[config.mk]
export PLATFORM = sky130hd
export DESIGN_NAME = pipe_ctrl_gen_flat
export DESIGN_NICKNAME = d
export VERILOG_FILES = /design/src/rtl/pipe_ctrl_gen_if.sv /design/src/rtl/pipe_ctrl_gen.sv /design/src/flat_wrapper.sv
export SDC_FILE = /design/constraint.sdc
export NUM_CORES = 1
export LEC_CHECK = 0
export CAP_MARGIN = 20
export CELL_PAD_IN_SITES_DETAIL_PLACEMENT = 1
export CELL_PAD_IN_SITES_GLOBAL_PLACEMENT = 1
export CORE_ASPECT_RATIO = 0.8
export CORE_UTILIZATION = 32
export CTS_BUF_LIST = sky130_fd_sc_hd__clkbuf_4 sky130_fd_sc_hd__clkbuf_8 sky130_fd_sc_hd__clkbuf_16
export DETAILED_ROUTE_END_ITERATION = 12
export GPL_TIMING_DRIVEN = 0
export PLACE_DENSITY = 0.86
export SLEW_MARGIN = 25
export SYNTH_ARGS = -nofsm -noshare
export SYNTH_HDL_FRONTEND = slang
export SYNTH_SLANG_ARGS = --single-unit
export TNS_END_PERCENT = 30
[constraint.sdc]
create_clock -name clk_in -period 3.3 [get_ports clk_in]
set_clock_uncertainty 0.1 [all_clocks]
set_input_delay 0.825 -clock clk_in [delete_from_list [all_inputs] [get_ports clk_in]]
set_output_delay 0.825 -clock clk_in [all_outputs]
set_load 0.01 [all_outputs]
[src/rtl/pipe_ctrl_gen_if.sv]
// Pipeline control bus: stall requests, redirect and halt/resume controls in,
// per-stage hold/bubble, PC redirect, halt status and perf counters out.
//   master : the pipeline side that drives requests and consumes controls
//   slave  : pipe_ctrl_gen
interface pipe_ctrl_gen_if #(
  parameter int unsigned STAGES     = 5,
  parameter int unsigned ADDR_WIDTH = 32,
  parameter int unsigned CNT_WIDTH  = 16
);
  logic [STAGES-1:0]     stallreq_in;
  logic                  jump_enable_in;
  logic [2:0]            jump_stage_in;
  logic [ADDR_WIDTH-1:0] jump_address_in;
  logic                  halt_req_in;
  logic                  resume_in;
  logic [STAGES-1:0]     stall_out;
  logic [STAGES-1:0]     bubble_out;
  logic                  pc_load_out;
  logic [ADDR_WIDTH-1:0] new_pc_out;
  logic                  halted_out;
  logic [CNT_WIDTH-1:0]  stall_cycles_out;
  logic [CNT_WIDTH-1:0]  flush_count_out;

  modport master (
    output stallreq_in, jump_enable_in, jump_stage_in, jump_address_in,
           halt_req_in, resume_in,
    input  stall_out, bubble_out, pc_load_out, new_pc_out, halted_out,
           stall_cycles_out, flush_count_out
  );

  modport slave (
    input  stallreq_in, jump_enable_in, jump_stage_in, jump_address_in,
           halt_req_in, resume_in,
    output stall_out, bubble_out, pc_load_out, new_pc_out, halted_out,
           stall_cycles_out, flush_count_out
  );
endinterface

[src/rtl/pipe_ctrl_gen.sv]
// Pipeline hazard/redirect controller with drain-and-halt sequencing.
// Ports:
//   clk_in   : clock, rising edge
//   reset_in : asynchronous active-low reset
//   bus      : pipe_ctrl_gen_if.slave (stall requests, redirect, halt/resume
//              in; stall/bubble masks, PC redirect, halted, counters out)
// Stall/bubble/PC outputs are combinational (zero latency) and forced to 0
// while reset is asserted.
module pipe_ctrl_gen #(
  parameter int unsigned STAGES     = 5,
  parameter int unsigned ADDR_WIDTH = 32,
  parameter int unsigned CNT_WIDTH  = 16
) (
  input  logic           clk_in,
  input  logic           reset_in,
  pipe_ctrl_gen_if.slave bus
);
  localparam int unsigned DCNT_W = $clog2(STAGES);
  localparam logic [DCNT_W-1:0]    DRAIN_LOAD = DCNT_W'(STAGES - 1);
  localparam logic [CNT_WIDTH-1:0] CNT_MAX    = '1;

  typedef enum logic [1:0] {RUN, DRAIN, HALTED} state_t;

  state_t                state, state_nxt;
  logic [DCNT_W-1:0]     dcnt;
  logic [ADDR_WIDTH-1:0] resume_addr;
  logic                  resume_vld;
  logic [CNT_WIDTH-1:0]  stall_cnt, flush_cnt;

  logic [STAGES-1:0]     req_eff, hold, bub_pre, flush;
  logic                  hold_acc;
  logic [7:0]            hold_pad;
  logic                  any_req, in_range, accept;

  logic [STAGES-1:0]     stall_v, bubble_v;
  logic                  pc_load_v, halted_v;
  logic [ADDR_WIDTH-1:0] new_pc_v;

  // Hold mask: every stage at or below the highest requester holds.
  // DRAIN injects a permanent request at stage 0 to block fetch, which also
  // makes stage 1 take a bubble whenever stage 1 itself is not held.
  always_comb begin
    req_eff = bus.stallreq_in;
    if (state == DRAIN) req_eff[0] = 1'b1;
    hold     = '0;
    hold_acc = 1'b0;
    for (int j = int'(STAGES) - 1; j >= 0; j--) begin
      hold_acc = hold_acc | req_eff[j];
      hold[j]  = hold_acc;
    end
  end

  // Bubble goes into the first stage above the held region.
  always_comb begin
    bub_pre = '0;
    for (int j = 1; j < int'(STAGES); j++) bub_pre[j] = hold[j-1] & ~hold[j];
  end

  assign any_req  = |bus.stallreq_in;
  assign hold_pad = 8'(hold);
  assign in_range = 32'(bus.jump_stage_in) < STAGES;
  // A held resolving stage will re-present its redirect later.
  assign accept   = bus.jump_enable_in && in_range && !hold_pad[bus.jump_stage_in] &&
                    (state != HALTED);

  // Redirect squashes stages 1..jump_stage, overriding stall hold/bubble.
  always_comb begin
    flush = '0;
    for (int j = 1; j < int'(STAGES); j++)
      flush[j] = accept && (3'(j) <= bus.jump_stage_in);
  end

  // FSM state register
  always_ff @(posedge clk_in or negedge reset_in) begin
    if (!reset_in) state <= RUN;
    else           state <= state_nxt;
  end

  // FSM next state
  always_comb begin
    state_nxt = state;
    case (state)
      RUN:     if (bus.halt_req_in) state_nxt = DRAIN;
      DRAIN:   if (!any_req && (dcnt == DCNT_W'(1))) state_nxt = HALTED;
      HALTED:  if (bus.resume_in) state_nxt = RUN;
      default: state_nxt = RUN;
    endcase
  end

  // FSM outputs
  always_comb begin
    stall_v   = '0;
    bubble_v  = '0;
    pc_load_v = 1'b0;
    new_pc_v  = '0;
    halted_v  = 1'b0;
    if (reset_in) begin
      case (state)
        RUN: begin
          stall_v   = hold & ~flush;
          bubble_v  = bub_pre | flush;
          pc_load_v = accept;
          if (accept) new_pc_v = bus.jump_address_in;
        end
        DRAIN: begin
          stall_v  = hold & ~flush;
          bubble_v = bub_pre | flush;
        end
        HALTED: begin
          stall_v  = '1;
          halted_v = 1'b1;
          if (bus.resume_in && resume_vld) begin
            pc_load_v = 1'b1;
            new_pc_v  = resume_addr;
          end
        end
        default: ;
      endcase
    end
  end

  // Drain counter, pending resume target, saturating perf counters
  always_ff @(posedge clk_in or negedge reset_in) begin
    if (!reset_in) begin
      dcnt        <= '0;
      resume_addr <= '0;
      resume_vld  <= 1'b0;
      stall_cnt   <= '0;
      flush_cnt   <= '0;
    end else begin
      if (state == RUN && bus.halt_req_in)
        dcnt <= DRAIN_LOAD;
      else if (state == DRAIN && !any_req && dcnt != '0)
        dcnt <= dcnt - DCNT_W'(1);

      if (state == DRAIN && accept) begin
        resume_addr <= bus.jump_address_in;
        resume_vld  <= 1'b1;
      end else if (state == HALTED && bus.resume_in) begin
        resume_vld  <= 1'b0;
      end

      if (state != HALTED && any_req && stall_cnt != CNT_MAX)
        stall_cnt <= stall_cnt + CNT_WIDTH'(1);
      if (accept && flush_cnt != CNT_MAX)
        flush_cnt <= flush_cnt + CNT_WIDTH'(1);
    end
  end

  assign bus.stall_out        = stall_v;
  assign bus.bubble_out       = bubble_v;
  assign bus.pc_load_out      = pc_load_v;
  assign bus.new_pc_out       = new_pc_v;
  assign bus.halted_out       = halted_v;
  assign bus.stall_cycles_out = stall_cnt;
  assign bus.flush_count_out  = flush_cnt;
endmodule

[src/flat_wrapper.sv]
// flat-port wrapper written by rule: the top's interface ports become plain ports
module pipe_ctrl_gen_flat 
#(
  parameter int unsigned STAGES     = 5,
  parameter int unsigned ADDR_WIDTH = 32,
  parameter int unsigned CNT_WIDTH  = 16
)
  (clk_in, reset_in, bus_stallreq_in, bus_jump_enable_in, bus_jump_stage_in, bus_jump_address_in, bus_halt_req_in, bus_resume_in, bus_stall_out, bus_bubble_out, bus_pc_load_out, bus_new_pc_out, bus_halted_out, bus_stall_cycles_out, bus_flush_count_out);
  pipe_ctrl_gen_if #(.STAGES(STAGES), .ADDR_WIDTH(ADDR_WIDTH), .CNT_WIDTH(CNT_WIDTH)) bus_i ();
  input  logic clk_in;
  input  logic reset_in;
  input wire logic [$bits(bus_i.stallreq_in)-1:0] bus_stallreq_in;
  input wire logic [$bits(bus_i.jump_enable_in)-1:0] bus_jump_enable_in;
  input wire logic [$bits(bus_i.jump_stage_in)-1:0] bus_jump_stage_in;
  input wire logic [$bits(bus_i.jump_address_in)-1:0] bus_jump_address_in;
  input wire logic [$bits(bus_i.halt_req_in)-1:0] bus_halt_req_in;
  input wire logic [$bits(bus_i.resume_in)-1:0] bus_resume_in;
  output wire logic [$bits(bus_i.stall_out)-1:0] bus_stall_out;
  output wire logic [$bits(bus_i.bubble_out)-1:0] bus_bubble_out;
  output wire logic [$bits(bus_i.pc_load_out)-1:0] bus_pc_load_out;
  output wire logic [$bits(bus_i.new_pc_out)-1:0] bus_new_pc_out;
  output wire logic [$bits(bus_i.halted_out)-1:0] bus_halted_out;
  output wire logic [$bits(bus_i.stall_cycles_out)-1:0] bus_stall_cycles_out;
  output wire logic [$bits(bus_i.flush_count_out)-1:0] bus_flush_count_out;
  assign bus_i.stallreq_in = bus_stallreq_in;
  assign bus_i.jump_enable_in = bus_jump_enable_in;
  assign bus_i.jump_stage_in = bus_jump_stage_in;
  assign bus_i.jump_address_in = bus_jump_address_in;
  assign bus_i.halt_req_in = bus_halt_req_in;
  assign bus_i.resume_in = bus_resume_in;
  assign bus_stall_out = bus_i.stall_out;
  assign bus_bubble_out = bus_i.bubble_out;
  assign bus_pc_load_out = bus_i.pc_load_out;
  assign bus_new_pc_out = bus_i.new_pc_out;
  assign bus_halted_out = bus_i.halted_out;
  assign bus_stall_cycles_out = bus_i.stall_cycles_out;
  assign bus_flush_count_out = bus_i.flush_count_out;
  pipe_ctrl_gen #(.STAGES(STAGES), .ADDR_WIDTH(ADDR_WIDTH), .CNT_WIDTH(CNT_WIDTH)) u_core (.clk_in(clk_in), .reset_in(reset_in), .bus(bus_i));
endmodule
Yosys cells after proc, flatten, opt, wreduce, memory -nomap -nowiden
Cells that the tools add are included.
{ "totals": {"register_bits": 70, "inputBits": 45, "out_inout_bits": 76, "wordCells": 89} }
{ "classes": {"add_sub_neg": 3, "order_cmp": 6, "n_eq_ne": 9, "n_mux": 24, "bitwise": 15, "reduce_logical": 26} }
{ "ops": {"columns": ["operator", "count"], "rows": [
  ["$mux W32", 3],
  ["$pmux W32 S2", 1],
  ["$add A16 B1 Y16 const B", 2],
  ["$ne A16 B16 Y1 const B", 2],
  ["$logic_and A1 B1 Y1", 17],
  ["$mux W5", 3],
  ["$pmux W5 S2", 1],
  ["$mux W1", 8],
  ["$ne A2 B2 Y1 const B", 4],
  ["$le A2 B3 Y1 const A", 2],
  ["$mux W2", 3],
  ["$mux W3", 2],
  ["$pmux W2 S3", 1],
  ["$and A5 B5 Y5", 1],
  ["$not A5 Y5", 1],
  ["$or A5 B5 Y5", 1],
  ["$reduce_or A5 Y1", 1],
  ["$and A1 B1 Y1", 4],
  ["$lt A3 B4 Y1 const B", 1],
  ["$not A1 Y1", 4],
  ["$or A1 B1 Y1", 4],
  ["$reduce_bool A2 Y1", 2],
  ["$bmux W1 S3", 1],
  ["$eq A3 B1 Y1 const B", 1],
  ["12 further kinds", 13]
]} }

Longest topological paths before layout
{ "depth": {"depth_word": 14, "depth_mapped": 8, "ltp_nobuf": 6} }

Least setup slack after synthesis
OpenSTA, ideal clock, no wires.
{ "synth_path": {"kind": "input port to output port", "startpoint": "input bus_jump_stage_in[2]", "endpoint": "output bus_pc_load_out", "t_arrival_ns": 2.587, "required_ns": 2.375, "setup_slack_ns": -0.212, "cell_stages": 7, "path_buffers": 2, "path_cell_list": "clkbuf_1 > nor4b_1 > a2bb2oi_1 > a2111oi_4 > buf_2 > a21oi_1 > nor3b_1"} }
{ "synth_via": {"elab_chain_len": 7, "elab_cells_between_ends": 9, "classes_between": "1 x order compare; 4 x mux; 4 x reduce/logical"} }
{ "synth_lines": {"columns": ["item", "line", "rtl"], "rows": [
  ["start, declared", "flat_wrapper.sv:14", "input wire logic [$bits(bus_i.jump_stage_in)-1:0] bus_jump_stage_in;"],
  ["$bmux W1 S3", "pipe_ctrl_gen.sv:63", "assign accept = bus.jump_enable_in && in_range && !hold_pad[bus.jump_stage_in] &&"],
  ["$mux W1 (not written as such)", "pipe_ctrl_gen.sv:63", null],
  ["$logic_not A1 Y1", "pipe_ctrl_gen.sv:63", null],
  ["$logic_and A1 B1 Y1 * (2 in series)", "pipe_ctrl_gen.sv:63", null],
  ["$pmux W1 S2 *", "pipe_ctrl_gen.sv:98", "case (state)"],
  ["$mux W1 *", "pipe_ctrl_gen.sv:97", "if (reset_in) begin"],
  ["end, declared", "flat_wrapper.sv:20", "output wire logic [$bits(bus_i.pc_load_out)-1:0] bus_pc_load_out;"]
]} }
Every way passes the cells marked *; elsewhere a longest branch is shown, timed or not. The select of a mux whose other input is x is not followed.

Worst setup path after layout
{ "layout_path": {"startpoint": "input bus_stallreq_in[3]", "endpoint": "output bus_new_pc_out[24]"} }
{ "layout_via": {"elab_chain_len": 12} }
{ "layout_lines": {"columns": ["item", "line", "rtl"], "rows": [
  ["start, declared", "flat_wrapper.sv:12", "input wire logic [$bits(bus_i.stallreq_in)-1:0] bus_stallreq_in;"],
  ["$or A1 B1 Y1 *", "pipe_ctrl_gen.sv:48", "hold_acc = hold_acc | req_eff[j];"],
  ["$or A1 B1 Y1 (3 in series)", "pipe_ctrl_gen.sv:48", null],
  ["$bmux W1 S3 *", "pipe_ctrl_gen.sv:63", null],
  ["$mux W1 (not written as such) *", "pipe_ctrl_gen.sv:63", null],
  ["$logic_not A1 Y1 *", "pipe_ctrl_gen.sv:63", null],
  ["$logic_and A1 B1 Y1 * (2 in series)", "pipe_ctrl_gen.sv:63", null],
  ["$mux W32 *", "pipe_ctrl_gen.sv:103", "if (accept) new_pc_v = bus.jump_address_in;"],
  ["$pmux W32 S2 *", "pipe_ctrl_gen.sv:98", null],
  ["$mux W32 *", "pipe_ctrl_gen.sv:97", null],
  ["end, declared", "flat_wrapper.sv:21", "output wire logic [$bits(bus_i.new_pc_out)-1:0] bus_new_pc_out;"]
]} }
Marked as above.

==> impl_metrics.tcl <==
set metrics [dict create \
    antenna_cells 0 \
    ys_seq_elements 70 \
    yosysTopAreaCell "dfrtp_1" \
    wl_per_cell_um 17.4 \
    start_kind "primary input" \
    grt_overflow 0 \
    synth_cells 333 \
    grt_pass1_vias 3330 \
    intPower_mw 2.25 \
    numPortBuffers 118 \
    yosys_warnings 0 \
    hold_violations 0 \
    fin_area_um2 5400 \
    switching_power_uw 824 \
    cp.required_ps 2370 \
    cts_tree "done" \
    synth-main-ff-cell "dfrtp_1" \
    synth_fp_nets 383 \
    htreeDepth 3 \
    finalSetupViolations 35 \
    clock_path_buffers 2 \
    grt_pass1_wl_mm 17.8 \
    reg2regPathDepth 7 \
    syn_avg_cell_area_um2 11.0 \
    nNetsFinal 521 \
    chipHeight_um 97.5 \
    synth_edf_count 0 \
    drc 0 \
    p_seq_share_pct 40.1 \
    numPlacedInstances 596 \
    slew-limit-headroom_pct 46.0 \
    row_count 34 \
    regArea_um2 1750 \
    antenna_found_initial 0 \
    first_iter_violations 131 \
    dr.pass1.iters 4 \
    crit_fanout 6 \
    hold_path_class "primary input to async pin" \
    die_area_um2 11800 \
    synthTopCellsByArea "dfrtp_1 (48%), mux2_2 (11%), a22o_1 (7.7%)" \
    cts_made_buffers 9 \
    area.growth.synth_to_final_pct 48.1 \
    cts_root_buf "clkbuf_16" \
    synth_cell_types 44 \
    multiInputGateArea_um2 1820 \
    drive_gt1_share_pct 25.6 \
    ios 121 \
    clock_sinks 70 \
    setup.worst_path.class "primary input to output pin" \
    period_minus_slack_ps 3590 \
    pwr-share-comb_pct 22.8 \
    stdcell_count 620 \
    dieWidth_um 121 \
    worst_skew_pair.late_latency_ps 330 \
    wl_mm 10.8 \
    setup_ws_ps -293 \
    finalPower_mw 3.07 \
    dpl-instance-area_um2 5060 \
    routabilityCongestion 0.851 \
    postRouteAntennaNets 0 \
    grt_max_degree 38 \
    p_clk_share_pct 37.1 \
    status "finished with violations" \
    fill_cells 1231 \
    max_freq_ghz 0.278 \
    peakVddDrop_v 0.000264 \
    synthArstFlopShare_pct 100 \
    violations "setup timing" \
    end_kind "output pin" \
    synth_area_um2 3650 \
    dp_slack_ps -1470 \
    grt_setup_unrepaired "true" \
    leakagePower_nw 2.42 \
    fin_crit_sh_pct 109 \
    synth.top_cell.area_share_pct 48.0 \
    slew_viol_final 0 \
    maxCapViolations 0 \
    initial_utilization_pct 33.2 \
    vias 3162 \
    synth.yosys.seq_area_share_pct 48.0 \
    worst_slew_pin_slew_ps 803 \
    arrival_ps 2670 \
    clkTransAtPathRegs_ps 60 \
    core_um2 11000 \
    vias_per_cell 5.10 \
    groute.usage.overall_pct 19.3 \
    post-dp-hpwl_mm 7.54 \
    sw_frac_of_total_pct 26.8 \
    powerDensity_nw_per_um2 568 \
]
## cell usage in the layout (no fill, tap or decap), drive strengths merged, types with 10 or more instances in the layout
cell | synthesis | final
clkdlybuf4s50 | 0 | 72
dfrtp | 70 | 70
buf | 11 | 60
mux2 | 37 | 37
a22o | 32 | 32
xnor2 | 21 | 21
nor2 | 19 | 19
clkbuf | 8 | 17
nand2 | 16 | 16
nand3 | 15 | 15
nand4 | 14 | 14
inv | 10 | 10
and3 | 10 | 10
## worst max-delay path, cell delays in order
cell and delay, ps:
buf_12 110, or4_4 580, a2111oi_4 340, and3_1 230
buf_6 160, buf_6 140, a22o_1 150, buf_2 140
## flip-flops by register name (all words and copies together), names as in the netlist
signal / cells
u_core.resume_addr: 32
u_core.resume_vld: 1
u_core.dcnt: 3
u_core.state: 2
u_core.bus.stall_cycles_out: 16
u_core.bus.flush_count_out: 16
## Yosys cell counts, types with 2 or more instances
library cell	n
dfrtp_1	70
mux2_2	37
a22o_1	32
xnor2_1	21
nor2_1	19
nand2_1	16
nand3_1	15
nand4_1	14
and3_1	10
inv_1	10
a21oi_1	8
clkbuf_1	8
nor3_1	8
xor2_1	7
buf_2	6
ha_1	5
nand2b_1	5
o21a_1	5
and2_1	4
buf_4	4
o21ai_0	3
nor3b_1	2
nor4_1	2
or3_1	2
## per-stage QoR
stage	util, %	setup TNS (ps)	hold slack [ps]
2_1_floorplan	-	-3630	351
3_3_place_gp	46.0	-220170	374
3_5_place_dp	46.1	-55000	385
4_1_cts	49.5	-9180	250
5_1_grt	49.2	-10670	261
6_report	49.2	-8390	254
## logic make-up (layout without fill, tap and decap cells)
logic type                 count (synthesis)  in the layout  synth area share (%)
adders and majority gates                  5              5                  1.71
AOI/OAI and AO/OA                         61             61                  13.7
and+or+nand+nor                          101            101                  14.5
buffers and inverters                     29            172                  3.60
xor gates and xnor gates                  28             28                  6.72
DFF                                       70             70                  48.0
muxes                                     38             38                  11.7
other                                      1              1                 0.103
## power by group through the flow
stage	Sequential (mW)	Clock (mW)	Combinational, mW
global route	1.26	1.20	0.769
finish	1.23	1.14	0.701
detailed placement	1.24	0	0.698
global placement	1.22	0	0.655
floorplan	1.23	0	0.338
CTS	1.23	1.17	0.707
## final cells by class
cell class                      count  area share (%)
Buffer                             18            2.29
Clock buffer                       11            4.56
Inverter                           10           0.695
Timing Repair Buffer              128            21.1
Tap cell                          144            3.33
Clock inverter                      5            1.97
Multi-Input combinational cell    234            33.6
Sequential cell                    70            32.4
## worst paths after layout
kind / slack [ps] / end / start
hold / removal: 250 / u_core.bus.stall_cycles_out[2]$_DFFE_PN0P_ / reset_in
setup / recovery: -290 / bus_new_pc_out[24] / bus_stallreq_in[3]
setup reg to reg: 860 / u_core.resume_addr[13]$_DFFE_PN0P_ / u_core.state[0]$_DFFE_PN0P_
max in group asynchronous: 2360 / u_core.resume_addr[9]$_DFFE_PN0P_ / reset_in
min in group clk_in: 390 / u_core.resume_vld$_DFFE_PN0P_ / u_core.resume_vld$_DFFE_PN0P_
hold reg to reg: 390 / u_core.resume_vld$_DFFE_PN0P_ / u_core.resume_vld$_DFFE_PN0P_
## timing repair
action	CTS	global route
pin swaps	14	17
endpoints found under the setup margin	43	37
resized for setup	185	9
gates cloned	2	0
buffers inserted	7	3
hold buffers	0	0
## per-layer routing
metal | vias to the layer above | track usage, % | part of all wire (%)
li1 | 1490 | - | -
met1 | 1569 | 24.9 | 44
met2 | 94 | 31.8 | 49
met3 | 9 | 4.93 | 6.2
met4 | 0 | 5.03 | 0.86
met5 | - | 0 | 0
(Power assumes the default switching activity.)
